## src/rtl/cdb_multi_arb.sv

```systemverilog
// cdb_multi_arb: N-source, M-port common data bus arbiter with one holding buffer per source.
// Optional macro CDB_STARVE_EN adds per-buffer wait counters that promote long-waiting entries.
package cdb_pkg;
  localparam int ROB_W   = 6;
  localparam int EPOCH_W = 2;

  typedef struct packed {
    logic [ROB_W-1:0]   rob_idx;
    logic [EPOCH_W-1:0] epoch;
    logic [31:0]        data;
    logic               is_branch;
    logic               mispredict;
    logic               is_load;
    logic               is_store;
  } fu_wb_t;
endpackage

module cdb_multi_arb
  import cdb_pkg::*;
#(
  parameter int N_SRC        = 4,
  parameter int N_PORTS      = 2,
  parameter int STARVE_LIMIT = 8
) (
  input  logic                         clk,
  input  logic                         rst,
  input  logic [N_SRC-1:0]             src_valid,
  output logic [N_SRC-1:0]             src_ready,
  input  fu_wb_t [N_SRC-1:0]           src_pkt,
  input  logic                         flush_valid,
  input  logic [EPOCH_W-1:0]           flush_epoch,
  output logic [N_PORTS-1:0]           wb_valid,
  input  logic [N_PORTS-1:0]           wb_ready,
  output fu_wb_t [N_PORTS-1:0]         wb_pkt,
  output logic [$clog2(N_SRC+1)-1:0]   occ
);

  localparam int OCC_W = $clog2(N_SRC + 1);
  localparam int PTR_W = $clog2(N_SRC);

  if (N_PORTS < 1 || N_PORTS > N_SRC || N_SRC < 2 || STARVE_LIMIT < 1) begin : g_bad_cfg
    $error("cdb_multi_arb: invalid parameter combination");
  end

  // Handshakes: a source transfers on src_valid && src_ready at posedge; a port transfers
  // on wb_valid && wb_ready at posedge. Neither ready may depend on the matching valid.

  logic [N_SRC-1:0]   buf_v_q, buf_v_d;
  fu_wb_t [N_SRC-1:0] buf_q, buf_d;
  logic [PTR_W-1:0]   rr_ptr_q, rr_ptr_d;
  logic [OCC_W-1:0]   occ_q, occ_d;

  logic [N_SRC-1:0]   stale_buf, stale_in, elig, starving, gnt, drain, load;
  logic [N_PORTS-1:0] port_v;
  logic [PTR_W-1:0]   port_src [N_PORTS];

  always_comb begin
    for (int i = 0; i < N_SRC; i++) begin
      stale_buf[i] = flush_valid && (buf_q[i].epoch != flush_epoch);
      stale_in[i]  = flush_valid && (src_pkt[i].epoch != flush_epoch);
    end
    elig = buf_v_q & ~stale_buf;
  end

`ifdef CDB_STARVE_EN
  localparam int CNT_W = $clog2(STARVE_LIMIT + 1);
  logic [N_SRC-1:0][CNT_W-1:0] wait_q, wait_d;

  always_comb begin
    for (int i = 0; i < N_SRC; i++) begin
      starving[i] = elig[i] && (wait_q[i] == CNT_W'(STARVE_LIMIT));
    end
  end

  always_comb begin
    wait_d = wait_q;
    for (int i = 0; i < N_SRC; i++) begin
      if (load[i] || drain[i] || !buf_v_d[i]) begin
        wait_d[i] = '0;
      end else if (wait_q[i] != CNT_W'(STARVE_LIMIT)) begin
        wait_d[i] = wait_q[i] + CNT_W'(1);
      end
    end
  end

  always_ff @(posedge clk or posedge rst) begin
    if (rst) begin
      wait_q <= '0;
    end else begin
      wait_q <= wait_d;
    end
  end
`else
  assign starving = '0;
`endif

  // Priority: starving entries (lowest index first), then buffer 0, then RR from rr_ptr.
  always_comb begin
    int np;
    int idx;
    np     = 0;
    idx    = 0;
    gnt    = '0;
    port_v = '0;
    for (int k = 0; k < N_PORTS; k++) port_src[k] = '0;
    for (int i = 0; i < N_SRC; i++) begin
      if (starving[i] && np < N_PORTS) begin
        port_v[np]   = 1'b1;
        port_src[np] = PTR_W'(i);
        gnt[i]       = 1'b1;
        np           = np + 1;
      end
    end
    if (elig[0] && !gnt[0] && np < N_PORTS) begin
      port_v[np]   = 1'b1;
      port_src[np] = '0;
      gnt[0]       = 1'b1;
      np           = np + 1;
    end
    for (int j = 0; j < N_SRC - 1; j++) begin
      idx = int'(rr_ptr_q) + j;
      if (idx >= N_SRC) idx = idx - (N_SRC - 1);
      if (elig[idx] && !gnt[idx] && np < N_PORTS) begin
        port_v[np]   = 1'b1;
        port_src[np] = PTR_W'(idx);
        gnt[idx]     = 1'b1;
        np           = np + 1;
      end
    end
  end

  always_comb begin
    drain = '0;
    for (int k = 0; k < N_PORTS; k++) begin
      if (port_v[k] && wb_ready[k]) drain[port_src[k]] = 1'b1;
    end
  end

  always_comb begin
    for (int k = 0; k < N_PORTS; k++) begin
      wb_pkt[k] = port_v[k] ? buf_q[port_src[k]] : '0;
    end
  end
  assign wb_valid = port_v;

  // Pointer moves past the last RR source drained, scanning in RR order; 0 is never a target.
  always_comb begin
    int idx;
    idx      = 0;
    rr_ptr_d = rr_ptr_q;
    for (int j = 0; j < N_SRC - 1; j++) begin
      idx = int'(rr_ptr_q) + j;
      if (idx >= N_SRC) idx = idx - (N_SRC - 1);
      if (drain[idx]) rr_ptr_d = (idx == N_SRC - 1) ? PTR_W'(1) : PTR_W'(idx + 1);
    end
  end

  // A stale incoming packet is acknowledged but never written into the buffer.
  always_comb begin
    occ_d = '0;
    for (int i = 0; i < N_SRC; i++) begin
      src_ready[i] = !rst && (!buf_v_q[i] || drain[i] || stale_buf[i] || stale_in[i]);
      load[i]      = src_valid[i] && src_ready[i] && !stale_in[i];
      buf_v_d[i]   = load[i] || (buf_v_q[i] && !drain[i] && !stale_buf[i]);
      buf_d[i]     = load[i] ? src_pkt[i] : buf_q[i];
      occ_d        = occ_d + OCC_W'(buf_v_d[i]);
    end
  end

  always_ff @(posedge clk or posedge rst) begin
    if (rst) begin
      buf_v_q  <= '0;
      buf_q    <= '0;
      rr_ptr_q <= PTR_W'(1);
      occ_q    <= '0;
    end else begin
      buf_v_q  <= buf_v_d;
      buf_q    <= buf_d;
      rr_ptr_q <= rr_ptr_d;
      occ_q    <= occ_d;
    end
  end

  assign occ = occ_q;

endmodule

```

## config.mk

```make
export PLATFORM = sky130hd
export DESIGN_NAME = cdb_multi_arb
export DESIGN_NICKNAME = d
export VERILOG_FILES = /design/src/rtl/cdb_multi_arb.sv
export SDC_FILE = /design/constraint.sdc
export NUM_CORES = 1
export LEC_CHECK = 0
export CAP_MARGIN = 0
export CORE_ASPECT_RATIO = 1.25
export CORE_MARGIN = 1
export CORE_UTILIZATION = 25
export CTS_BUF_LIST = sky130_fd_sc_hd__clkbuf_8
export CTS_CLUSTER_DIAMETER = 30
export DETAILED_ROUTE_END_ITERATION = 7
export SLEW_MARGIN = 20
export SYNTH_ARGS = -nofsm -noshare
export SYNTH_HDL_FRONTEND = slang
export SYNTH_SLANG_ARGS = --single-unit
```

## constraint.sdc

```tcl
create_clock -name clk -period 11.8 [get_ports clk]
set_input_delay 2.36 -clock clk [delete_from_list [all_inputs] [get_ports clk]]
set_output_delay 2.36 -clock clk [all_outputs]
set_load 0.01 [all_outputs]
```

==> results of run 1 <==
[cell usage in the layout (no fill, tap or decap), types with 4 or more instances in the layout]
master	netlist	routed
clkdlybuf4s50_1	0	283
dfrtp_1	184	184
nand2_1	110	108
mux2_2	100	99
a211oi_1	89	89
mux2_1	78	78
nor2b_1	49	49
a31oi_1	47	47
mux2i_1	47	46
o221ai_1	45	45
clkbuf_8	0	17
xor2_1	16	16
nand3_1	15	14
buf_4	7	14
inv_1	13	13
nor2_1	12	12
ha_1	11	11
o21ai_0	10	10
o21a_1	6	6
a21oi_1	6	6
nand4_1	5	5
o21ai_2	4	4
mux4_2	4	4
o211ai_1	4	4
[flip-flops by register name, indices dropped and copies added (netlist names)]
signal	flops
occ	3
rr_ptr_q	2
buf_q	176
buf_v_q	4
[area by class of cell]
| cell class | count | area [sq um] | share of cell area [%] |
|---|---|---|---|
| Antenna cell | 3 | 7.507 | 0.05159 |
| Multi-Input combinational cell | 703 | 5766 | 39.62 |
| Timing Repair Buffer | 299 | 2978 | 20.46 |
| Sequential cell | 185 | 4631 | 31.82 |
| Inverter | 14 | 60.06 | 0.4127 |
| Clock inverter | 15 | 176.4 | 1.212 |
| Clock buffer | 17 | 234.0 | 1.608 |
| Tap cell | 559 | 699.4 | 4.807 |
[metrics by stage]
stage                     hold slack, ns  util, %  power [W]  setup WS (ns)
after floorplan                   0.4804        -   0.002691          3.042
after global placement            0.4908    33.45   0.003952          1.534
after detailed placement          0.4992    33.45   0.003982          1.402
after CTS                         0.5245    34.42   0.004463          1.394
after global routing              0.5427    34.42   0.004709         0.9685
final                             0.5219    34.44   0.004408          1.337
[metal layers]
layer	wire length, um	share of wire, %
met1	16000	41
met2	19860	51
met3	2298	5.9
met4	986	2.5
met5	23	0.059
[power groups by stage]
stage | Clock, W | Sequential [W] | Combinational (W)
floorplan | 0 | 0.00104 | 0.00165
global placement | 0 | 0.00110 | 0.00285
detailed placement | 0 | 0.00111 | 0.00287
CTS | 0.000482 | 0.00110 | 0.00288
global route | 0.000498 | 0.00114 | 0.00307
finish | 0.000459 | 0.00110 | 0.00285
[worst paths after layout]
kind	start	end	slack, ns	depth (start not counted)
worst min register to register	buf_q[155]	buf_q[155]	0.52	1
worst min-delay path	buf_q[155]	buf_q[155]	0.52	1
worst max register to register	rr_ptr_q[0]	occ[1]	4.07	20
worst max-delay path	flush_epoch[1]	src_ready[2]	1.34	16
max in group asynchronous	rst	buf_q[119]	7.76	3
min in group asynchronous	rst	buf_q[127]	2.54	2
[logic make-up after synthesis]
family | count (synthesis) | share of synthesized area (%)
buf+inv | 91 | 3.882
simple gates | 208 | 9.326
xor+xnor | 16 | 1.306
fa+ha+maj | 13 | 1.655
mux | 229 | 23.90
flops | 185 | 43.15
compound gates | 237 | 16.79
==> metrics.md, run 1 <==
| Metric | Value |
|---|---|
| Iteration-0 DRC Markers | `approximately 560` |
| Synthesis-stage register bit count | `between 150 and 200` |
| Cell row count | `84` |
| CTS H-tree lvls | `4` |
| Final hold vios | `0` |
| DRT Wirelength | `between 30000 and 40000 um` |
| PD cells | `roughly 300 nW/um^2` |
| TritonRoute pass-1 iters | `5` |
| Largest cells by area after synthesis | `dfrtp_1, mux2_2, mux2_1, a211oi_1, mux2i_1` |
| # IOs | `284` |
| CP top delay family | `buffers and inverters` |
| Post-CTS setup buffer count | `0` |
| Final Wtd Congestion | `between 0.8 and 0.9` |
| Via count | `9113` |
| Filler Cell Count | `4293` |
| Max Fclk | `~96 MHz` |
| CP max stage delay | `0.75 ns` |
| Final Critical Period | `10.46 ns` |
| CP max-delay cell | `clkdlybuf4s50_1` |
| Average cell area after synthesis | `~11 sq um` |
| Ys async rst share | `100.0%` |
| First-pass GRT wire length | `between 50000 and 60000 um` |
| GRT Total Usage | `18.11%` |
| Pin count of the biggest net entering global routing | `120` |
| Top cells by count, synth | `dfrtp_1, nand2_1, mux2_2` |
| Met1 Usage GRT | `roughly a fifth` |
| Area Overhead vs Synth | `35.58%` |
| Switching Power | `between 0.002 and 0.0025 W` |
| Dpl cells | `1760` |
| Setup TNS | `0 ns` |
| Pins Over Slew Limit | `0` |
| Met2 global-route usage | `between 30% and 40%` |
| Mapped Nets | `between 1000 and 1500` |
| DP Wirelength | `roughly 27000 um` |
| CTS max path bufs | `2` |
| Clock Skews | `0.02256 ns` |
| Flop pwr share | `approximately 25%` |
| Initial Util | `~25%` |
| Clock Latency Late Sink | `roughly 0.53 ns` |
| Die Ht | `233.7 um` |
| Clk pin slew, worst setup/hold paths | `between 0.1 and 0.15 ns` |
| Nets | `1420` |
| Fin area | `14550 sq um` |
| Unique cell type count in the Yosys netlist | `around 60` |
| Critical path class | `input port to primary output` |
| Root buffer cell | `clkbuf_8` |
| Post-synth EDFFs | `0` |
| Core area | `42250 sq um` |
| Post-cts gate resize count | `0` |
| Antenna violations before repair | `2` |
| Final period util | `88.67%` |
| Top FF cell, synth | `dfrtp_1` |
| Seq/Total Area, Yosys | `between 40% and 50%` |
| Startpoint Class | `input port` |
| Required time worst endpoint | `about 9.4 ns` |
| Max_cap viols | `0` |
| Worst Setup End Kind | `primary output` |
| IR drop worst, VDD | `~0.16 mV` |
| Drt wl/cell | `~22 um` |
| GR Util met3 | `between 4 and 5%` |
| DRC errors left | `0` |
| CP Buf/Inv Count | `3` |
| Post-DP Area | `around 14000 sq um` |
| CTS buffer count | `17` |
| DR vias/cell | `roughly 5.1` |
| Gr busiest metal | `met2` |
| Least-Margin Pin Slew | `1.066 ns` |
| IO buf count | `roughly 280` |
| Largest area contributor in the netlist | `dfrtp_1` |
| Worst slew margin | `between 20 and 30%` |
| Sw Ratio | `a little under half` |
| Die area | `around 44000 sq um` |
| Post-route ant nets | `0` |
| Post-Syn Area | `about 11000 sq um` |
| Hold Crit Class | `flip-flop to flip-flop` |
| Area share of the largest cell type after synthesis | `a little over two fifths` |
| Cell internal pwr | `around 0.0023 W` |
| CTS tree | `done` |
| Clk pwr share | `a little over a tenth` |
| Crit path max fanout | `32` |
| Chip Width | `approximately 190 um` |
| CTS sink cnt | `around 190` |
| Critical Path AT | `approximately 8.1 ns` |
| Gate Count Post-Synth | `around 980` |
| Vias in the first global route | `about 9600` |
| Global route overflow | `0` |
| Comb power frac | `about 65%` |
| RSZ-0062 raised after global routing | `false` |
| Cell chain of the critical path | `clkdlybuf4s50_1 -> xor2_1 -> o21ai_2 -> a32o_2 -> a211oi_2 -> nor2_1 -> or2_2 -> fa_1 -> nand4_1 -> nand4_1 -> o311a_2 -> buf_4 -> o2bb2ai_2 -> nor3_1 -> a21oi_1 -> clkdlybuf4s50_1` |
| Lkg Pwr | `5.502 nW` |
| Non-Filler Instances | `between 1500 and 2000` |
| Top-count cell post-synth | `dfrtp_1` |
| Synth warn | `0` |
| Final setup vio count | `0` |
| # hold bufs at CTS | `0` |
| Fraction of layout cells with a size suffix above 1 | `between 10% and 20%` |
| Status | `finished clean` |
Note: power is estimated with default switching activity, not from simulation.
==> run 2, diff against run 1 <==
==> constraint.sdc (replaced) <==
create_clock -name clk -period 9.4 [get_ports clk]
set_input_delay 1.88 -clock clk [delete_from_list [all_inputs] [get_ports clk]]
set_output_delay 1.88 -clock clk [all_outputs]
set_load 0.01 [all_outputs]
==> run 2 against run 1 <==
Hold slack about the same. Flip-flop and latch count unchanged. Via count grew 1.2%. Clock power is 29% higher. Core utilization increased by 0.41 points. Clock skew shrank 0.0058 ns. Critical path type unchanged. Largest power group unchanged.
==> metrics.md, run 2 (same netlist as run 1, synthesis figures left out) <==
| Metric | Value |
|---|---|
| Status | `finished clean` |
| CP max stage delay | `0.74 ns (about the same)` |
| GRT Total Usage | `18.26% (+0.15 points)` |
| Nets | `1433 (+0.92%)` |
| Sw Ratio | `46.68% (-0.25 points)` |
| Final Wtd Congestion | `0.9103 (+4.9%)` |
| Clk pin slew, worst setup/hold paths | `0.09 ns (-0.02 ns)` |
| RSZ-0062 raised after global routing | `false` |
| Setup TNS | `0 ns (unchanged)` |
| Max reg flops | `176 (unchanged)` |
| Cell internal pwr | `0.003042 W (+30%)` |
| Hold Crit Class | `flip-flop to flip-flop` |
| # IOs | `284 (unchanged)` |
| Die area | `43770 sq um (unchanged)` |
| Iteration-0 DRC Markers | `515 (-7.4%)` |
| IR drop worst, VDD | `0.2571 mV (+64%)` |
| Antenna violations before repair | `7 (+5)` |
| Crit path max fanout | `32 (unchanged)` |
| Final period util | `96.91%` |
| TritonRoute pass-1 iters | `5 (unchanged)` |
| Fin area | `14730 sq um (+1.2%)` |
| Non-Filler Instances | `1810 (+0.84%)` |
| Global route overflow | `0 (unchanged)` |
| Cell chain of the critical path | `clkdlybuf4s50_1 -> xor2_1 -> o21ai_2 -> a32o_2 -> or2_2 -> ha_1 -> or2_2 -> fa_1 -> a311oi_2 -> nand2_1 -> mux2_4 -> buf_12 -> a211oi_1 -> a211oi_1 -> clkdlybuf4s50_1` |
| Switching Power | `0.002664 W (+29%)` |
| Required time worst endpoint | `7.52 ns (-1.92 ns)` |
| CTS tree | `done` |
| Fraction of layout cells with a size suffix above 1 | `15.65% (+0.89 points)` |
| Most frequent cells in the layout | `clkdlybuf4s50_1, dfrtp_1, nand2_1, mux2_2, a211oi_1` |
| Worst slew margin | `32.04% (+3.1 points)` |
| First-pass GRT wire length | `58970 um (-0.28%)` |
| Post-CTS setup buffer count | `0 (unchanged)` |
| Vias in the first global route | `9620 (-0.16%)` |
| Die Ht | `233.7 um (unchanged)` |
| DRT Wirelength | `40020 um (+2.1%)` |
| Pin count of the biggest net entering global routing | `115 (-4.2%)` |
| DRC errors left | `0 (unchanged)` |
| CP top delay family | `buffers and inverters` |
| FF/Latch Area | `4631 sq um (unchanged)` |
| Pins Over Slew Limit | `0 (unchanged)` |
| Worst Setup End Kind | `primary output` |
| Lkg Pwr | `5.582 nW (+1.4%)` |
| Area Overhead vs Synth | `37.21%` |
| Root buffer cell | `clkbuf_8` |
| # hold bufs at CTS | `0 (unchanged)` |
| Least-Margin Pin Slew | `1.019 ns (-0.04707 ns)` |
| Filler Cell Count | `4254 (-0.91%)` |
| Post-cts gate resize count | `0 (unchanged)` |
| Critical path class | `input port to primary output` |
| Post-route ant nets | `0 (unchanged)` |
| CP Buf/Inv Count | `3 (unchanged)` |
| Max Fclk | `109.8 MHz` |
| Comb power frac | `65.2% (+0.6 points)` |
| Startpoint Class | `input port` |
| CTS max path bufs | `2 (unchanged)` |
| IO buf count | `283 (unchanged)` |
| Core area | `42250 sq um (unchanged)` |
| Largest Register | `buf_q` |
| Clock Latency Late Sink | `0.52 ns (about the same)` |
| CTS buffer count | `17 (unchanged)` |
| Initial Util | `25.40% (unchanged)` |
| Final setup vio count | `0 (unchanged)` |
| DP Wirelength | `27270 um (+1.9%)` |
| Drt wl/cell | `22.11 um (+1.3%)` |
| PD cells | `387.4 nW/um^2 (+28%)` |
| DR vias/cell | `5.093 (+0.32%)` |
| Flop pwr share | `24.4% (-0.6 points)` |
| CTS H-tree lvls | `4 (unchanged)` |
| Chip Width | `187.3 um (unchanged)` |
| Final Critical Period | `just over 9 ns` |
| Via count | `9219 (+1.2%)` |
| Critical Path AT | `7.23 ns (-0.87 ns)` |
| Max_cap viols | `0 (unchanged)` |
| Cell row count | `84 (unchanged)` |
| Most common cell after layout, fill and taps aside | `clkdlybuf4s50_1` |
| Clock Skews | `0.01677 ns (-0.005790 ns)` |
| Clk pwr share | `10.4% (about the same)` |
| Final total power | `0.005705 W (+29%)` |
| Final hold vios | `0 (unchanged)` |
| Area of the multi-input gates | `5766 sq um (unchanged)` |
| Dpl cells | `1773 (+0.74%)` |
| CP max-delay cell | `clkdlybuf4s50_1` |
| Post-DP Area | `14290 sq um (+1.1%)` |
| CTS sink cnt | `185 (unchanged)` |
run 2: cell count changes in the layout (fill, tap and decap cells not counted):
cell / before / now
buf_12: 2 / 7
clkinvlp_4: 2 / 4
clkinv_2: 3 / 1
diode_2: 3 / 5
inv_6: 3 / 2
buf_4: 14 / 22
clkbuf_8: 17 / 18
run 2: stage by stage:
stage	util, %	hold slack [ns]	setup slack (ns)
floorplan	-	0.4804	1.272
global placement	33.83	0.4922	0.3393
global route	34.84	0.5386	0.003434
detailed placement	33.83	0.5029	0.3185
CTS	34.83	0.5262	0.2839
finish	34.86	0.5215	0.2903
run 2: final cells by class:
cell class,instances,area share (%)
multi-input combinational,703,39.15
sequential,185,31.44
clock buffer,18,1.682
inverter,14,0.4078
antenna,5,0.08496
timing repair buffer,312,21.31
clock inverter,14,1.172
tap,559,4.749
run 2: worst paths after layout:
path,endpoint,from,slack [ns],cells past startpoint
min in group asynchronous,buf_v_q[1],rst,2.11,2
min reg2reg,buf_q[160],buf_q[160],0.52,1
max reg2reg,buf_q[169],rr_ptr_q[0],2.64,17
max,wb_pkt[50],flush_epoch[1],0.29,15
max in group asynchronous,buf_q[159],rst,5.62,3
min,buf_q[160],buf_q[160],0.52,1
run 2: power by group through the flow:
stage                     clock [W]  sequential [W]  combinational [W]
after CTS                  0.000618         0.00139            0.00374
after global routing       0.000645         0.00144            0.00399
final                      0.000592         0.00139            0.00372
after detailed placement          0         0.00140            0.00372
after floorplan                   0         0.00131            0.00207
after global placement            0         0.00139            0.00369
run 2: routing by layer:
| metal | share of wire [%] | track usage (%) | wire, um | vias to the layer above |
|---|---|---|---|---|
| li1 | - | - | - | 4184 |
| met1 | 42 | 22.11 | 16880 | 4635 |
| met2 | 49 | 30.30 | 19640 | 323 |
| met3 | 5.9 | 4.838 | 2374 | 69 |
| met4 | 2.7 | 8.197 | 1066 | 8 |
| met5 | 0.14 | 0 | 55 | - |
==> run 3, diff against run 2 <==
--- a/config.mk
+++ b/config.mk
@@ -5,6 +5,7 @@
 export SDC_FILE = /design/constraint.sdc
 export NUM_CORES = 1
 export LEC_CHECK = 0
+export ABC_AREA = 1
 export CAP_MARGIN = 0
 export CORE_ASPECT_RATIO = 1.25
 export CORE_MARGIN = 1
==> run 3 against run 2 <==
Sequential share of layout area is 0.72 points higher. Critical endpoint is now wb_pkt[45]. Final cell count increased by 22%. Global-route usage up 1.5 points. Clock-buffer cell count is 1 higher. Critical path type unchanged. Hold slack worse by 0.0055 ns. Cell area down 2.3%. Non-clock buffer count shrank 2. Largest cell class unchanged.
==> metrics.md, run 3 <==
| Metric | Value |
|---|---|
| Status | `finished clean` |
| CP Buf/Inv Count | `8 (+5)` |
| Met2 global-route usage | `32.61% (+2.3 points)` |
| CTS sink cnt | `185 (unchanged)` |
| Post-CTS setup buffer count | `0 (unchanged)` |
| Post-DP Area | `13970 sq um (-2.3%)` |
| Fraction of layout cells with a size suffix above 1 | `7.160% (-8.5 points)` |
| Crit path max fanout | `19 (-41%)` |
| Root buffer cell | `clkbuf_8` |
| Area share of the largest cell type after synthesis | `43.53% (+0.63 points)` |
| Max Fclk | `114.9 MHz (+4.6%)` |
| IO buf count | `283 (unchanged)` |
| Final setup vio count | `0 (unchanged)` |
| CP top delay family | `buffers and inverters` |
| Final Wtd Congestion | `0.8970 (-1.5%)` |
| Critical path launch point | `flush_epoch[0]` |
| Hold Crit Class | `flip-flop to flip-flop` |
| Top cells by count, synth | `nand2_1, inv_1, dfrtp_1` |
| Post-synth EDFFs | `0 (unchanged)` |
| Pins Over Slew Limit | `0 (unchanged)` |
| Gr busiest metal | `met2` |
| Final period util | `92.63% (-4.3 points)` |
| Nets | `1836 (+28%)` |
| Top FF cell, synth | `dfrtp_1` |
| Clock Skews | `0.01678 ns (+0.000007400 ns)` |
| Critical path class | `input port to primary output` |
| Least-Margin Pin Slew | `1.101 ns (+0.08197 ns)` |
| CP max stage delay | `0.74 ns (about the same)` |
| First-pass GRT wire length | `63150 um (+7.1%)` |
| Iteration-0 DRC Markers | `818 (+59%)` |
| Gate Count Post-Synth | `1394 (+42%)` |
| Top-count cell post-synth | `nand2_1` |
| Max_cap viols | `0 (unchanged)` |
| Mapped Nets | `1594 (+35%)` |
| Core area | `41440 sq um (-1.9%)` |
| Required time worst endpoint | `7.52 ns (about the same)` |
| DP Wirelength | `29170 um (+7.0%)` |
| Filler Cell Count | `4328 (+1.7%)` |
| Largest area contributor in the netlist | `dfrtp_1` |
| GR Util met3 | `3.890% (-0.95 points)` |
| Post-cts gate resize count | `0 (unchanged)` |
| CTS max path bufs | `2 (unchanged)` |
| Largest cells by area after synthesis | `dfrtp_1, nand2_1, inv_1, o21ai_0, o221ai_1` |
| Drt wl/cell | `19.10 um (-14%)` |
| DR vias/cell | `4.917 (-3.5%)` |
| Antenna violations before repair | `1 (-6)` |
| Startpoint Class | `input port` |
| Ys async rst share | `100.0% (unchanged)` |
| CTS H-tree lvls | `4 (unchanged)` |
| Chip Width | `186.0 um (-0.72%)` |
| Worst Setup End Kind | `primary output` |
| Synth warn | `0 (unchanged)` |
| Dpl ws | `0.7073 ns (+0.3888 ns)` |
| Post-route setup slack | `0.6931 ns (+0.4027 ns)` |
| Pin count of the biggest net entering global routing | `118 (+2.6%)` |
| Average cell area after synthesis | `7.588 sq um (-31%)` |
| Initial Util | `25.53% (+0.12 points)` |
| CP max-delay cell | `clkdlybuf4s50_1` |
| Via count | `10822 (+17%)` |
| Clock Latency Late Sink | `0.52 ns (about the same)` |
| Die area | `43140 sq um (-1.4%)` |
| Area Overhead vs Synth | `36.09%` |
| Met1 Usage GRT | `24.76% (+2.6 points)` |
| Cell chain of the critical path | `clkdlybuf4s50_1 -> inv_2 -> nand2_1 -> nand2_1 -> nand2_1 -> nand2_2 -> nand3_2 -> nand3_4 -> nand2_4 -> inv_4 -> ha_1 -> inv_1 -> nand2_4 -> fa_1 -> inv_1 -> nand4_1 -> nand3_1 -> nand2_2 -> buf_4 -> nand2_2 -> buf_4 -> o221ai_1 -> a21oi_1 -> clkdlybuf4s50_1` |
| Cell row count | `83 (-1.2%)` |
| Post-Syn Area | `10580 sq um (-1.4%)` |
| Hold wc startpoint | `buf_q[18]` |
| Critical Path AT | `6.83 ns (-0.40 ns)` |
| Most frequent cells in the layout | `nand2_1, clkdlybuf4s50_1, inv_1, dfrtp_1, o21ai_0` |
| Worst r2r src | `rr_ptr_q[0]` |
| GRT Total Usage | `19.71% (+1.5 points)` |
| WHS | `0.5159 ns (-0.005531 ns)` |
| CTS buffer count | `17 (unchanged)` |
| Post-route ant nets | `0 (unchanged)` |
| Most common cell after layout, fill and taps aside | `nand2_1` |
| CTS tree | `done` |
| RSZ-0062 raised after global routing | `false` |
| Worst slew margin | `26.58% (-5.5 points)` |
| Global route overflow | `0 (unchanged)` |
| Largest Register | `buf_q` |
| Synthesis-stage register bit count | `185 (unchanged)` |
| Die Ht | `232.0 um (-0.72%)` |
| Final hold vios | `0 (unchanged)` |
| Max reg flops | `176 (unchanged)` |
| TritonRoute pass-1 iters | `5 (unchanged)` |
| Clk pin slew, worst setup/hold paths | `0.09 ns (about the same)` |
| Unique cell type count in the Yosys netlist | `38 (-38%)` |
| Setup TNS | `0 ns (unchanged)` |
| Fin area | `14400 sq um (-2.3%)` |
| DRT Wirelength | `42050 um (+5.1%)` |
| # IOs | `284 (unchanged)` |
| Final Critical Period | `8.707 ns (-0.4027 ns)` |
| DRC errors left | `0 (unchanged)` |
| # hold bufs at CTS | `0 (unchanged)` |
| Seq/Total Area, Yosys | `43.78% (+0.63 points)` |
| Vias in the first global route | `10882 (+13%)` |
[run 3: cell count changes after synthesis, moves of 72 or more]
cell / delta
a211oi_1: -72
a21oi_1: +72
inv_1: +188
mux2_1: -78
mux2_2: -100
nand2_1: +192
o21ai_0: +133
o21ai_1: +74
[run 3: area by class of cell]
class	instances	area (sq um)	area share (%)
Clock buffer	19	261.5	1.817
Multi-Input combinational cell	909	4761	33.07
Timing Repair Buffer	310	3073	21.35
Sequential cell	185	4631	32.17
Tap cell	552	690.7	4.798
Antenna cell	1	2.502	0.01738
Clock inverter	12	163.9	1.139
Inverter	213	812.0	5.641
[run 3: logic make-up (layout without fill, tap and decap cells)]
family	after synthesis	count (layout)	synth area share [%]
fa+ha+maj	13	13	1.680
simple gates	465	465	19.00
flops	185	185	43.78
xor+xnor	10	10	0.8280
compound gates	421	421	23.11
other cells	0	1	0
buf+inv	300	554	11.60
[run 3: tightest hold or removal path, cell delays in order (launching register included)]
cell and delay (ns):
dfrtp_1 0.37, nand2_1 0.05, o21ai_0 0.06
[run 3: worst paths after layout]
path | endpoint | slack (ns) | cells after the start
setup / recovery | wb_pkt[45] | 0.69 | 24
hold / removal | buf_q[18] | 0.52 | 2
setup reg to reg | occ[1] | 2.41 | 24
hold reg to reg | buf_q[18] | 0.52 | 2
max in group asynchronous | buf_q[133] | 5.81 | 3
min in group asynchronous | buf_q[169] | 2.16 | 2
[run 3: through the flow]
step	utilization, %	cells
finish	34.74	2201
global route	34.74	2201
CTS	34.73	2200
detailed placement	33.71	2169
global placement	33.71	2169
floorplan	-	1394
[run 3: routing by layer]
metal / share of wire, % / wire length [um]
met3: 7.6 / 3176
met1: 41 / 17310
met2: 48 / 20200
met5: 0 / 0
met4: 3.2 / 1360
Power of run 3 is left out: the tool's default activity adds up to more than one toggle a clock period on the data nets, which glitch-free logic cannot reach.
